File: config.mk
export PLATFORM = sky130hd
export DESIGN_NAME = multicycle_control
export DESIGN_NICKNAME = d
export VERILOG_FILES = /design/src/rtl/mips_ctrl_pkg.sv /design/src/rtl/alu_op_decode.sv /design/src/rtl/multicycle_control.sv
export SDC_FILE = /design/constraint.sdc
export NUM_CORES = 1
export LEC_CHECK = 0
export ABC_AREA = 1
export BUFFER_PORTS_ARGS = -buffer_cell sky130_fd_sc_hd__buf_2
export CORE_MARGIN = 10
export CORE_UTILIZATION = 52
export CTS_BUF_LIST = sky130_fd_sc_hd__clkbuf_16
export DETAILED_ROUTE_END_ITERATION = 12
export PLACE_DENSITY = 0.81
export RECOVER_POWER = 100
export SYNTH_ARGS = -nofsm -noshare
export SYNTH_HDL_FRONTEND = slang
export SYNTH_SLANG_ARGS = --single-unit
File: constraint.sdc
create_clock -name clk -period 1.8 [get_ports clk]
set_clock_uncertainty 0.15 [all_clocks]
set_input_delay 0.18 -clock clk [delete_from_list [all_inputs] [get_ports clk]]
set_output_delay 0.18 -clock clk [all_outputs]
set_load 0.01 [all_outputs]
File: src/rtl/mips_ctrl_pkg.sv
// rtl/mips_ctrl_pkg.sv - shared state encoding, ALU op codes and MIPS opcode/func constants
package mips_ctrl_pkg;

  typedef enum logic [3:0] {
    S_FETCH    = 4'd0,
    S_DECODE   = 4'd1,
    S_EXEC_R   = 4'd2,
    S_EXEC_I   = 4'd3,
    S_MEM_ADDR = 4'd4,
    S_MEM_RD   = 4'd5,
    S_MEM_WR   = 4'd6,
    S_WB_R     = 4'd7,
    S_WB_I     = 4'd8,
    S_WB_MEM   = 4'd9,
    S_BRANCH   = 4'd10,
    S_JUMP     = 4'd11,
    S_TRAP     = 4'd12
  } state_t;

  localparam logic [3:0] ALU_NOP  = 4'b0000;
  localparam logic [3:0] ALU_ADD  = 4'b0001;
  localparam logic [3:0] ALU_ADDU = 4'b0010;
  localparam logic [3:0] ALU_AND  = 4'b0011;
  localparam logic [3:0] ALU_OR   = 4'b0100;
  localparam logic [3:0] ALU_NOR  = 4'b0101;
  localparam logic [3:0] ALU_SLTU = 4'b0110;
  localparam logic [3:0] ALU_SLT  = 4'b0111;
  localparam logic [3:0] ALU_SLL  = 4'b1000;
  localparam logic [3:0] ALU_SRL  = 4'b1001;
  localparam logic [3:0] ALU_SUB  = 4'b1010;
  localparam logic [3:0] ALU_SUBU = 4'b1011;
  localparam logic [3:0] ALU_SRA  = 4'b1100;
  localparam logic [3:0] ALU_LUI  = 4'b1101;

  localparam logic [5:0] OP_RTYPE = 6'b000000;
  localparam logic [5:0] OP_J     = 6'b000010;
  localparam logic [5:0] OP_JAL   = 6'b000011;
  localparam logic [5:0] OP_BEQ   = 6'b000100;
  localparam logic [5:0] OP_BNE   = 6'b000101;
  localparam logic [5:0] OP_ADDI  = 6'b001000;
  localparam logic [5:0] OP_ADDIU = 6'b001001;
  localparam logic [5:0] OP_SLTI  = 6'b001010;
  localparam logic [5:0] OP_SLTIU = 6'b001011;
  localparam logic [5:0] OP_ANDI  = 6'b001100;
  localparam logic [5:0] OP_ORI   = 6'b001101;
  localparam logic [5:0] OP_LUI   = 6'b001111;
  localparam logic [5:0] OP_LW    = 6'b100011;
  localparam logic [5:0] OP_SW    = 6'b101011;

  localparam logic [5:0] FN_SLL   = 6'b000000;
  localparam logic [5:0] FN_SRL   = 6'b000010;
  localparam logic [5:0] FN_SRA   = 6'b000011;
  localparam logic [5:0] FN_JR    = 6'b001000;
  localparam logic [5:0] FN_ADD   = 6'b100000;
  localparam logic [5:0] FN_ADDU  = 6'b100001;
  localparam logic [5:0] FN_SUB   = 6'b100010;
  localparam logic [5:0] FN_SUBU  = 6'b100011;
  localparam logic [5:0] FN_AND   = 6'b100100;
  localparam logic [5:0] FN_OR    = 6'b100101;
  localparam logic [5:0] FN_NOR   = 6'b100111;
  localparam logic [5:0] FN_SLT   = 6'b101010;
  localparam logic [5:0] FN_SLTU  = 6'b101011;

  // States that wait on mem_ready and therefore run the timeout counter
  function automatic logic is_mem_state(input state_t s);
    return (s == S_FETCH) || (s == S_MEM_RD) || (s == S_MEM_WR);
  endfunction

endpackage

File: src/rtl/alu_op_decode.sv
// rtl/alu_op_decode.sv - combinational func/opcode to ALU operation decode
module alu_op_decode
  import mips_ctrl_pkg::*;
(
  input  logic [5:0] opcode,
  input  logic [5:0] func,
  output logic [3:0] r_op,
  output logic       r_legal,
  output logic [3:0] i_op,
  output logic       i_legal
);

  always_comb begin
    r_op    = ALU_NOP;
    r_legal = 1'b1;
    case (func)
      FN_ADD:  r_op = ALU_ADD;
      FN_ADDU: r_op = ALU_ADDU;
      FN_AND:  r_op = ALU_AND;
      FN_OR:   r_op = ALU_OR;
      FN_NOR:  r_op = ALU_NOR;
      FN_SLTU: r_op = ALU_SLTU;
      FN_SLT:  r_op = ALU_SLT;
      FN_SLL:  r_op = ALU_SLL;
      FN_SRL:  r_op = ALU_SRL;
      FN_SUB:  r_op = ALU_SUB;
      FN_SUBU: r_op = ALU_SUBU;
      FN_SRA:  r_op = ALU_SRA;
      default: r_legal = 1'b0;
    endcase
  end

  always_comb begin
    i_op    = ALU_NOP;
    i_legal = 1'b1;
    case (opcode)
      OP_ADDI:  i_op = ALU_ADD;
      OP_ADDIU: i_op = ALU_ADDU;
      OP_ANDI:  i_op = ALU_AND;
      OP_ORI:   i_op = ALU_OR;
      OP_SLTI:  i_op = ALU_SLT;
      OP_SLTIU: i_op = ALU_SLTU;
      OP_LUI:   i_op = ALU_LUI;
      default:  i_legal = 1'b0;
    endcase
  end

endmodule

File: src/rtl/multicycle_control.sv
// rtl/multicycle_control.sv - multicycle MIPS control FSM with memory wait timeout and sticky trap
module multicycle_control
  import mips_ctrl_pkg::*;
#(
  parameter int ALUOP_W     = 4,
  parameter int MEM_WAIT_EN = 1,
  parameter int TIMEOUT     = 15
) (
  input  logic               clk,
  input  logic               rst_n,
  input  logic [5:0]         opcode,
  input  logic [5:0]         func,
  input  logic               zero,
  input  logic               mem_ready,
  output logic               pc_write,
  output logic               ir_write,
  output logic               iord,
  output logic               mem_read,
  output logic               mem_write,
  output logic               reg_write,
  output logic               reg_dst,
  output logic               mem_to_reg,
  output logic               alu_src_a,
  output logic               link,
  output logic [1:0]         alu_src_b,
  output logic [1:0]         pc_src,
  output logic [ALUOP_W-1:0] alu_op,
  output logic               illegal,
  output logic [3:0]         state
);

  localparam int CNT_W = (TIMEOUT < 2) ? 1 : $clog2(TIMEOUT);

  state_t           state_q, state_d;
  logic [CNT_W-1:0] wait_cnt;
  logic             illegal_q;
  logic [3:0]       r_op, i_op, op4;
  logic             r_legal, i_legal;
  logic             mem_done, mem_wait, timeout_hit;
  logic             is_jr, is_jal;

  alu_op_decode u_alu_op_decode (
    .opcode  (opcode),
    .func    (func),
    .r_op    (r_op),
    .r_legal (r_legal),
    .i_op    (i_op),
    .i_legal (i_legal)
  );

  assign mem_done    = (MEM_WAIT_EN == 0) ? 1'b1 : mem_ready;
  assign mem_wait    = is_mem_state(state_q) && !mem_done;
  assign timeout_hit = mem_wait && (wait_cnt == CNT_W'(TIMEOUT - 1));
  assign is_jr       = (opcode == OP_RTYPE) && (func == FN_JR);
  assign is_jal      = (opcode == OP_JAL);

  always_ff @(posedge clk or negedge rst_n) begin
    if (!rst_n) begin
      state_q   <= S_FETCH;
      wait_cnt  <= '0;
      illegal_q <= 1'b0;
    end else begin
      state_q <= state_d;
      if (state_d != state_q)
        wait_cnt <= '0;
      else if (mem_wait)
        wait_cnt <= wait_cnt + CNT_W'(1);
      if (state_d == S_TRAP)
        illegal_q <= 1'b1;
    end
  end

  always_comb begin
    state_d = state_q;
    case (state_q)
      S_FETCH: begin
        if (mem_done)         state_d = S_DECODE;
        else if (timeout_hit) state_d = S_TRAP;
      end
      S_DECODE: begin
        case (opcode)
          OP_RTYPE:      state_d = is_jr ? S_JUMP : (r_legal ? S_EXEC_R : S_TRAP);
          OP_LW, OP_SW:  state_d = S_MEM_ADDR;
          OP_BEQ, OP_BNE: state_d = S_BRANCH;
          OP_J, OP_JAL:  state_d = S_JUMP;
          default:       state_d = i_legal ? S_EXEC_I : S_TRAP;
        endcase
      end
      S_EXEC_R:   state_d = S_WB_R;
      S_EXEC_I:   state_d = S_WB_I;
      S_MEM_ADDR: state_d = (opcode == OP_SW) ? S_MEM_WR : S_MEM_RD;
      S_MEM_RD: begin
        if (mem_done)         state_d = S_WB_MEM;
        else if (timeout_hit) state_d = S_TRAP;
      end
      S_MEM_WR: begin
        if (mem_done)         state_d = S_FETCH;
        else if (timeout_hit) state_d = S_TRAP;
      end
      S_WB_R, S_WB_I, S_WB_MEM, S_BRANCH, S_JUMP: state_d = S_FETCH;
      S_TRAP:  state_d = S_TRAP;
      default: state_d = S_TRAP;
    endcase
  end

  // Outputs decode from the state register and are held low while reset is asserted
  always_comb begin
    pc_write   = 1'b0;
    ir_write   = 1'b0;
    iord       = 1'b0;
    mem_read   = 1'b0;
    mem_write  = 1'b0;
    reg_write  = 1'b0;
    reg_dst    = 1'b0;
    mem_to_reg = 1'b0;
    alu_src_a  = 1'b0;
    link       = 1'b0;
    alu_src_b  = 2'b00;
    pc_src     = 2'b00;
    op4        = ALU_NOP;
    if (rst_n) begin
      case (state_q)
        S_FETCH: begin
          mem_read  = 1'b1;
          alu_src_b = 2'b01;
          op4       = ALU_ADD;
          ir_write  = mem_done;
          pc_write  = mem_done;
        end
        S_DECODE: begin
          alu_src_b = 2'b11;
          op4       = ALU_ADD;
        end
        S_EXEC_R: begin
          alu_src_a = 1'b1;
          op4       = r_op;
        end
        S_EXEC_I: begin
          alu_src_a = 1'b1;
          alu_src_b = 2'b10;
          op4       = i_op;
        end
        S_MEM_ADDR: begin
          alu_src_b = 2'b10;
          op4       = ALU_ADD;
        end
        S_MEM_RD: begin
          iord     = 1'b1;
          mem_read = 1'b1;
        end
        S_MEM_WR: begin
          iord      = 1'b1;
          mem_write = 1'b1;
        end
        S_WB_R: begin
          reg_write = 1'b1;
          reg_dst   = 1'b1;
        end
        S_WB_I:   reg_write = 1'b1;
        S_WB_MEM: begin
          reg_write  = 1'b1;
          mem_to_reg = 1'b1;
        end
        S_BRANCH: begin
          alu_src_a = 1'b1;
          pc_src    = 2'b01;
          op4       = ALU_SUB;
          pc_write  = zero ^ (opcode == OP_BNE);
        end
        S_JUMP: begin
          pc_write  = 1'b1;
          pc_src    = is_jr ? 2'b11 : 2'b10;
          reg_write = is_jal;
          link      = is_jal;
        end
        default: ;
      endcase
    end
  end

  assign alu_op  = ALUOP_W'(op4);
  assign illegal = illegal_q;
  assign state   = state_q;

endmodule

==> summary.md, run 1 <==
| Metric | Value |
|---|---|
| Status | `stopped before the end` |
| Exit stage | `global routing (5_1_grt)` |
| Tool Error | `[ERROR DPL-0038] Utilization greater than 100%, impossible to legalize` |
| Chip width | `69.7 um` |
| Synth Cell Area | `0.00128 mm^2` |
| GPL Wtd Cong | `0.900` |
| Syn nets | `250` |
| Predominant post-synthesis flop cell | `dfrtp_1` |
| Total CTS buffers | `3` |
| Mapped Cells | `232` |
| Async S/R FF share, synth | `100%` |
| Post-Place Cells | `330` |
| Avg Inst Size Synth | `5.53 um^2` |
| Hpwl dp | `3660 um` |
| Sequential fraction of the synthesis area | `17.6%` |
| Synth warnings | `0` |
| I/O Pins | `39` |
| Clk root buf | `clkbuf_16` |
| CTS H-Tree Depth | `1` |
| Cell with the most instances after synthesis | `nand2_1` |
| Number of distinct library cells after synthesis | `29` |
| Most frequent cells after synthesis | `nand2_1 (49), nor2_1 (37), inv_1 (32), nand3_1 (27), o21ai_0 (12)` |
| Clock Tree Buf Depth | `2` |
| Initial Utilization | `56.3%` |
| Post-synth EDFFs | `0` |
| Yosys top cell by area | `dfrtp_1` |
| Worst setup endpoint GRT | `pc_write` |
| Post-synthesis sequential element count | `9` |
| Die height | `69.7 um` |
| Most area-consuming cells after synthesis | `dfrtp_1 (18%), nand2_1 (14%), nor2_1 (11%)` |
| I/O Buffers | `38` |
| Post-synth top area share | `17.6%` |
| TritonCTS sink count | `9` |
| Row count | `17` |
| WEP type | `output port` |
| Largest net degree at the start of global routing | `16` |
kinds of logic after synthesis:
family                   count (synthesis)  synth area share [%]
buffers and inverters                   42                  12.6
AND/OR/NAND/NOR                        142                  50.3
AO/OA/AOI/OAI                           34                  15.5
XOR/XNOR                                 3                  2.05
flip-flops                               9                  17.6
adder cells (fa/ha/maj)                  2                  1.95
repair_timing:
item	CTS
pin swaps	16
resized for setup	39
endpoints found under the hold margin	9
hold buffers	1
setup endpoints to repair	19
buffers inserted	9
stage by stage:
stage	area, um^2	setup WS, ns	setup TNS, ns
3_5_place_dp	1750	-0.163	-0.936
2_1_floorplan	1280	0.0477	0
4_1_cts	2060	-0.122	-1.16
3_3_place_gp	1750	-0.125	-0.332
==> inputs of run 2 (changes only) <==
--- a/config.mk
+++ b/config.mk
@@ -7,11 +7,10 @@
 export LEC_CHECK = 0
 export ABC_AREA = 1
 export BUFFER_PORTS_ARGS = -buffer_cell sky130_fd_sc_hd__buf_2
-export CORE_MARGIN = 10
-export CORE_UTILIZATION = 52
-export CTS_BUF_LIST = sky130_fd_sc_hd__clkbuf_16
+export CORE_AREA = 10 10 71 73
 export DETAILED_ROUTE_END_ITERATION = 12
-export PLACE_DENSITY = 0.81
+export DIE_AREA = 0 0 81 83
+export PLACE_DENSITY_LB_ADDON = 0.15
 export RECOVER_POWER = 100
 export SYNTH_ARGS = -nofsm -noshare
 export SYNTH_HDL_FRONTEND = slang
==> run 2 against run 1 <==
Net effect: the flow now finishes, with violations (setup timing); synthesized cell count is the same; area after synthesis is the same.
==> summary.md, run 2 <==
| Metric | Value |
|---|---|
| Total CTS buffers | `3 (unchanged)` |
| Startpoint Class | `flop` |
| CTS tree | `done` |
| Commonest non-fill, non-tap cells in the layout | `nand2_1 (46), buf_4 (39), buf_2 (35)` |
| Maximum vdd drop | `0.683 mV` |
| GPL Wtd Cong | `0.905 (+0.61%)` |
| Predominant post-synthesis flop cell | `dfrtp_1` |
| Post-layout util | `60.0%` |
| Layout fillers | `332` |
| ANT nets after route | `0` |
| Total Wirelength | `5100 um` |
| Router iterations before antenna repair | `4` |
| Mapped Cells | `232 (unchanged)` |
| Avg Inst Size Synth | `5.53 um^2 (unchanged)` |
| Max-slew violations | `0` |
| Post-synthesis sequential element count | `9 (unchanged)` |
| Chip width | `81 um (+16%)` |
| TritonCTS sink count | `9 (unchanged)` |
| Tightest Hold Check Type | `input pin to async pin` |
| Most frequent cells after synthesis | `nand2_1 (49), nor2_1 (37), inv_1 (32), nand3_1 (27), o21ai_0 (12)` |
| Final period util | `116%` |
| Sequential fraction of the synthesis area | `17.6% (unchanged)` |
| Failing checks | `setup timing` |
| Largest net degree at the start of global routing | `13` |
| DR vias/cell | `5.02` |
| Yosys top cell by area | `dfrtp_1` |
| Share of cells above drive strength 1 | `46.3%` |
| Multi-input gate area | `0.00109 mm^2` |
| Wirelength per Cell | `13.8 um` |
| Clock Tree Buf Depth | `2 (unchanged)` |
| Final #Nets | `339` |
| RSZ-0062 raised after global routing | `yes` |
| Via count | `1848` |
| Pleak | `1.19 nW` |
| Setup WS pre-CTS | `-0.105 ns (+0.0575 ns)` |
| Initial antenna violation count | `0` |
| Setup ws final | `-0.284 ns` |
| Area delta synth->final | `70.0%` |
| FF/Latch Area | `229 um^2` |
| Synth warnings | `0 (unchanged)` |
| Die area | `0.00672 mm^2` |
| Synth Cell Area | `0.00128 mm^2 (unchanged)` |
| First-pass GRT wire length | `7890 um` |
| Total GRT Usage | `13.7%` |
| PwrDens | `1200 mW/mm^2` |
| Core ar. | `0.00363 mm^2` |
| Post-synth top area share | `17.6% (unchanged)` |
| Worst slew margin | `62.8%` |
| Crit path kind | `flop to flop` |
| Async S/R FF share, synth | `100% (unchanged)` |
| Final Cell Area | `0.00218 mm^2` |
| Max-Cap Viols | `0` |
| Worst-Skew Late Latency | `0.23 ns` |
| Crit path max fanout | `5` |
| Reg2reg path depth | `12` |
| DRT iter0 DRCs | `172` |
| Most area-consuming cells after synthesis | `dfrtp_1 (18%), nand2_1 (14%), nor2_1 (11%)` |
| # setup viols final | `20` |
| Syn nets | `250 (unchanged)` |
| Cell with the most instances after synthesis | `nand2_1` |
| Hold violation count in the final report | `0` |
| Hpwl dp | `3660 um (+0.14%)` |
| I/O Buffers | `38 (unchanged)` |
| Vias in the first global route | `1719` |
| Number of distinct library cells after synthesis | `29 (unchanged)` |
| Clk pin slew, worst setup/hold paths | `0.05 ns` |
| Status | `complete, but fails checks` |
| Post-route DRC | `0` |
| Tightest Pin Transition | `0.544 ns` |
| Max Freq | `480 MHz` |
| Tot Pwr | `2.63 mW` |
| Gr ovfl total | `0` |
| Dpl cell area | `0.00177 mm^2 (+1.0%)` |
| Most common cell after layout, fill and taps aside | `nand2_1` |
| CTS H-Tree Depth | `1 (unchanged)` |
| Post-synth EDFFs | `0 (unchanged)` |
| Critical path endpoint category | `flop` |
| Initial Utilization | `35.3% (-21 points)` |
| Arr. time, crit path | `2.06 ns` |
| Antenna cells | `0` |
| Final period demand of the worst path | `2.08 ns` |
| Die height | `83 um (+19%)` |
| I/O Pins | `39 (unchanged)` |
| Row count | `22 (+5)` |
| Clk root buf | `clkbuf_8` |
| Critical path data required time | `1.77 ns` |
==> run 2: cell counts after synthesis <==
Identical to the previous run, type by type.
==> run 2: worst max-delay path: stages (launching register included) <==
cell and delay, ns:
dfrtp_2 0.47, buf_4 0.17, nor2_2 0.13, nand2_1 0.10, inv_2 0.07, nor2_2 0.05, nor2_2 0.12, a21oi_2 0.08
nand2_1 0.10, nand2_1 0.08, nand2_2 0.09, nand3_4 0.10, nor3_1 0.25
==> run 2: power by group <==
part           switching [mW]  total [mW]  internal (mW)
clock                  0.0744       0.228          0.154
combinational            1.14        2.04          0.901
sequential              0.104       0.360          0.257
==> run 2: layer usage <==
metal | up-vias | track usage, % | part of all wire [%]
met5 | - | 0 | 0
met4 | 0 | 1.41 | 1.6
met3 | 12 | 3.77 | 9.3
met2 | 83 | 22.3 | 47
met1 | 823 | 18.0 | 42
li1 | 930 | - | -
==> run 2: cell type report <==
| type | count | share of cell area, % |
|---|---|---|
| multi-input combinational | 181 | 50.2 |
| timing repair buffer | 86 | 27.3 |
| sequential | 9 | 10.5 |
| inverter | 40 | 7.23 |
| tap | 48 | 2.75 |
| clock buffer | 4 | 2.07 |
==> run 2: timing repair <==
item,4_1_cts,5_1_grt
hold buffers,1,0
pin swaps,12,7
setup buffers,10,4
hold endpoints to repair,9,0
resized for setup,53,17
setup endpoints to repair,19,21
==> run 2: final timing paths <==
kind                            slack, ns                       to                start
worst max-delay path                -0.28  wait_cnt[1]$_DFFE_PN0P_   state[1]$_DFF_PN0_
worst max register to register      -0.28  wait_cnt[1]$_DFFE_PN0P_   state[1]$_DFF_PN0_
worst min register to register       0.32      illegal$_DFFE_PN0N_  illegal$_DFFE_PN0N_
min in group clk                     0.31       state[3]$_DFF_PN0_            mem_ready
max in group asynchronous            1.07       state[1]$_DFF_PN0_                rst_n
worst min-delay path                 0.27       state[3]$_DFF_PN0_                rst_n
==> run 2: cell families (layout without fill, tap and decap cells) <==
kind of cell / after synthesis / in the layout / synth area share, %
buffers and inverters: 42 / 130 / 12.6
adder cells (fa/ha/maj): 2 / 2 / 1.95
AO/OA/AOI/OAI: 34 / 34 / 15.5
flip-flops: 9 / 9 / 17.6
XOR/XNOR: 3 / 3 / 2.05
AND/OR/NAND/NOR: 142 / 142 / 50.3
==> run 2: stage by stage <==
stage	cells	TNS (ns)	hold slack (ns)
finish	368	-2.41	0.270
global route	368	-4.07	0.305
CTS	364	-0.980	0.235
detailed placement	349	-0.512	-0.0348
global placement	349	-0.728	-0.0376
floorplan	232	0	-0.266
(Power assumes the default switching activity.)
==> inputs of run 3 (changes only) <==
--- a/config.mk
+++ b/config.mk
@@ -8,6 +8,7 @@
 export ABC_AREA = 1
 export BUFFER_PORTS_ARGS = -buffer_cell sky130_fd_sc_hd__buf_2
 export CORE_AREA = 10 10 71 73
+export CTS_BUF_LIST = sky130_fd_sc_hd__clkbuf_4
 export DETAILED_ROUTE_END_ITERATION = 12
 export DIE_AREA = 0 0 81 83
 export PLACE_DENSITY_LB_ADDON = 0.15
==> run 3 against run 2 <==
Net effect: the flow still finishes with violations (setup timing); final area increased by 5.0%; sequential power shrank 3%; cell count rose by 2.2%; power increased by 8.9%; worst hold slack got worse by 0.034 ns; combinational power increased by 15%; first-iteration DRC count decreased by 16%; via count is 0.54% lower; global-route usage is 0.26 points higher; sequential share of layout area down 0.50 points.
==> summary.md, run 3 (synthesis results as in run 2) <==
| Metric | Value |
|---|---|
| Post-Place Cells | `349 (unchanged)` |
| Max Freq | `498 MHz (+3.8%)` |
| Post-route DRC | `0 (unchanged)` |
| ANT nets after route | `0 (unchanged)` |
| Router iterations before antenna repair | `4 (unchanged)` |
| Total CTS buffers | `3 (unchanged)` |
| Die height | `83 um (unchanged)` |
| Maximum vdd drop | `0.664 mV (-2.8%)` |
| Total GRT Usage | `14.0% (+0.26 points)` |
| Status | `complete, but fails checks` |
| CTS tree | `done` |
| Vias in the first global route | `1736 (+0.99%)` |
| GPL Wtd Cong | `0.905 (unchanged)` |
| Pleak | `1.25 nW (+5.2%)` |
| Setup ws final | `-0.208 ns (+0.0760 ns)` |
| Worst-Skew Late Latency | `0.25 ns (+0.02 ns)` |
| Final #Nets | `347 (+2.4%)` |
| Critical path data required time | `1.82 ns (+0.05 ns)` |
| Final period demand of the worst path | `2.01 ns (-0.0760 ns)` |
| Arr. time, crit path | `2.03 ns (-0.03 ns)` |
| Final period util | `112% (-4.2 points)` |
| Clk root buf | `clkbuf_4` |
| TritonCTS sink count | `9 (unchanged)` |
| Max-Cap Viols | `0 (unchanged)` |
| Largest net degree at the start of global routing | `13 (unchanged)` |
| Layout fillers | `316 (-4.8%)` |
| Die area | `0.00672 mm^2 (unchanged)` |
| Chip width | `81 um (unchanged)` |
| Startpoint Class | `flop` |
| CTS H-Tree Depth | `1 (unchanged)` |
| Failing checks | `setup timing` |
| Gr ovfl total | `0 (unchanged)` |
| Final Instance Count excl. Fillers | `376 (+2.2%)` |
| I/O Buffers | `38 (unchanged)` |
| # setup viols final | `21 (+5.0%)` |
| Wirelength per Cell | `14.2 um (+2.7%)` |
| Clk pin slew, worst setup/hold paths | `0.06 ns (about the same)` |
| Initial Utilization | `35.3% (unchanged)` |
| Tightest Hold Check Type | `input pin to async pin` |
| Total Wirelength | `5350 um (+4.9%)` |
| Critical path endpoint category | `flop` |
| Worst slew margin | `62.6% (-0.26 points)` |
| Hpwl dp | `3660 um (unchanged)` |
| First-pass GRT wire length | `8030 um (+1.8%)` |
| Max-slew violations | `0 (unchanged)` |
| DRT iter0 DRCs | `144 (-16%)` |
| Crit path kind | `flop to flop` |
| Antenna cells | `0 (unchanged)` |
| Core ar. | `0.00363 mm^2 (unchanged)` |
| Commonest non-fill, non-tap cells in the layout | `buf_4 (41), nand2_1 (36), buf_2 (35)` |
| Tightest Pin Transition | `0.547 ns (+0.00375 ns)` |
| Share of cells above drive strength 1 | `52.1% (+5.9 points)` |
| Row count | `22 (unchanged)` |
| Tot Pwr | `2.86 mW (+8.9%)` |
| Clock Tree Buf Depth | `2 (unchanged)` |
| Setup TNS Final | `-2.64 ns (-0.237 ns)` |
| Via count | `1838 (-0.54%)` |
| I/O Pins | `39 (unchanged)` |
| FF/Latch Area | `229 um^2 (unchanged)` |
| Most common cell after layout, fill and taps aside | `buf_4` |
| Multi-input gate area | `0.00113 mm^2 (+3.5%)` |
| RSZ-0062 raised after global routing | `yes` |
| PwrDens | `1250 mW/mm^2 (+3.7%)` |
| Area delta synth->final | `78.5%` |
| Hold violation count in the final report | `0 (unchanged)` |
| Initial antenna violation count | `0 (unchanged)` |
| DR vias/cell | `4.89 (-2.7%)` |
| Crit path max fanout | `4 (-1)` |
==> run 3: worst paths after layout <==
kind | start | to | slack (ns) | cells past startpoint
max | state[3]$_DFF_PN0_ | wait_cnt[2]$_DFFE_PN0P_ | -0.21 | 11
min | rst_n | state[3]$_DFF_PN0_ | 0.24 | 3
max reg2reg | state[3]$_DFF_PN0_ | wait_cnt[2]$_DFFE_PN0P_ | -0.21 | 11
min reg2reg | illegal$_DFFE_PN0N_ | illegal$_DFFE_PN0N_ | 0.32 | 1
max in group asynchronous | rst_n | state[1]$_DFF_PN0_ | 1.10 | 3
min in group clk | mem_ready | wait_cnt[0]$_DFFE_PN0P_ | 0.27 | 6
==> run 3: through the flow <==
stage                     instance area [um^2]  worst slack, ns  hold slack (ns)  utilization [%]
after floorplan                           1280           0.0477           -0.266                -
final                                     2290           -0.208            0.237             63.0
after detailed placement                  1770           -0.105          -0.0348             48.7
after global routing                      2290           -0.291            0.270             63.0
after global placement                    1770           -0.129          -0.0376             48.7
after CTS                                 2090           -0.150            0.232             57.5
==> run 3: cell type report <==
| class | instances | share of cell area, % |
|---|---|---|
| Timing Repair Buffer | 94 | 29.6 |
| Tap cell | 48 | 2.62 |
| Multi-Input combinational cell | 181 | 49.5 |
| Sequential cell | 9 | 10.0 |
| Inverter | 40 | 6.99 |
| Clock buffer | 4 | 1.31 |
==> run 3: report_power, final <==
part / internal [mW] / total, mW / switching [mW]
registers: 0.256 / 0.349 / 0.0934
logic: 1.07 / 2.34 / 1.27
clock network: 0.100 / 0.170 / 0.0693
total: 1.43 / 2.86 / 1.43
==> run 3: what timing repair did <==
item,4_1_cts,5_1_grt
setup buffers,13,10
endpoints found under the hold margin,9,0
pin swaps,16,17
setup endpoints to repair,20,24
resized for setup,56,38
hold buffers,1,0
==> run 3: metal layers <==
layer | vias up | GRT usage (%) | part of all wire (%)
met5 | - | 0 | 0
met4 | 0 | 1.10 | 1.8
met3 | 8 | 3.13 | 7.5
met2 | 67 | 23.3 | 48
met1 | 821 | 18.3 | 42
li1 | 942 | - | -
==> run 3: critical path, cell delays in order (launching register included) <==
cell     delay [ns]
dfrtp_1        0.44
inv_2          0.15
nand2_4        0.10
inv_4          0.09
nand3_4        0.08
nand2_4        0.10
nand3_4        0.09
a21oi_2        0.20
nand3_1        0.12
nand2_2        0.09
nand3_4        0.10
nor3_1         0.20
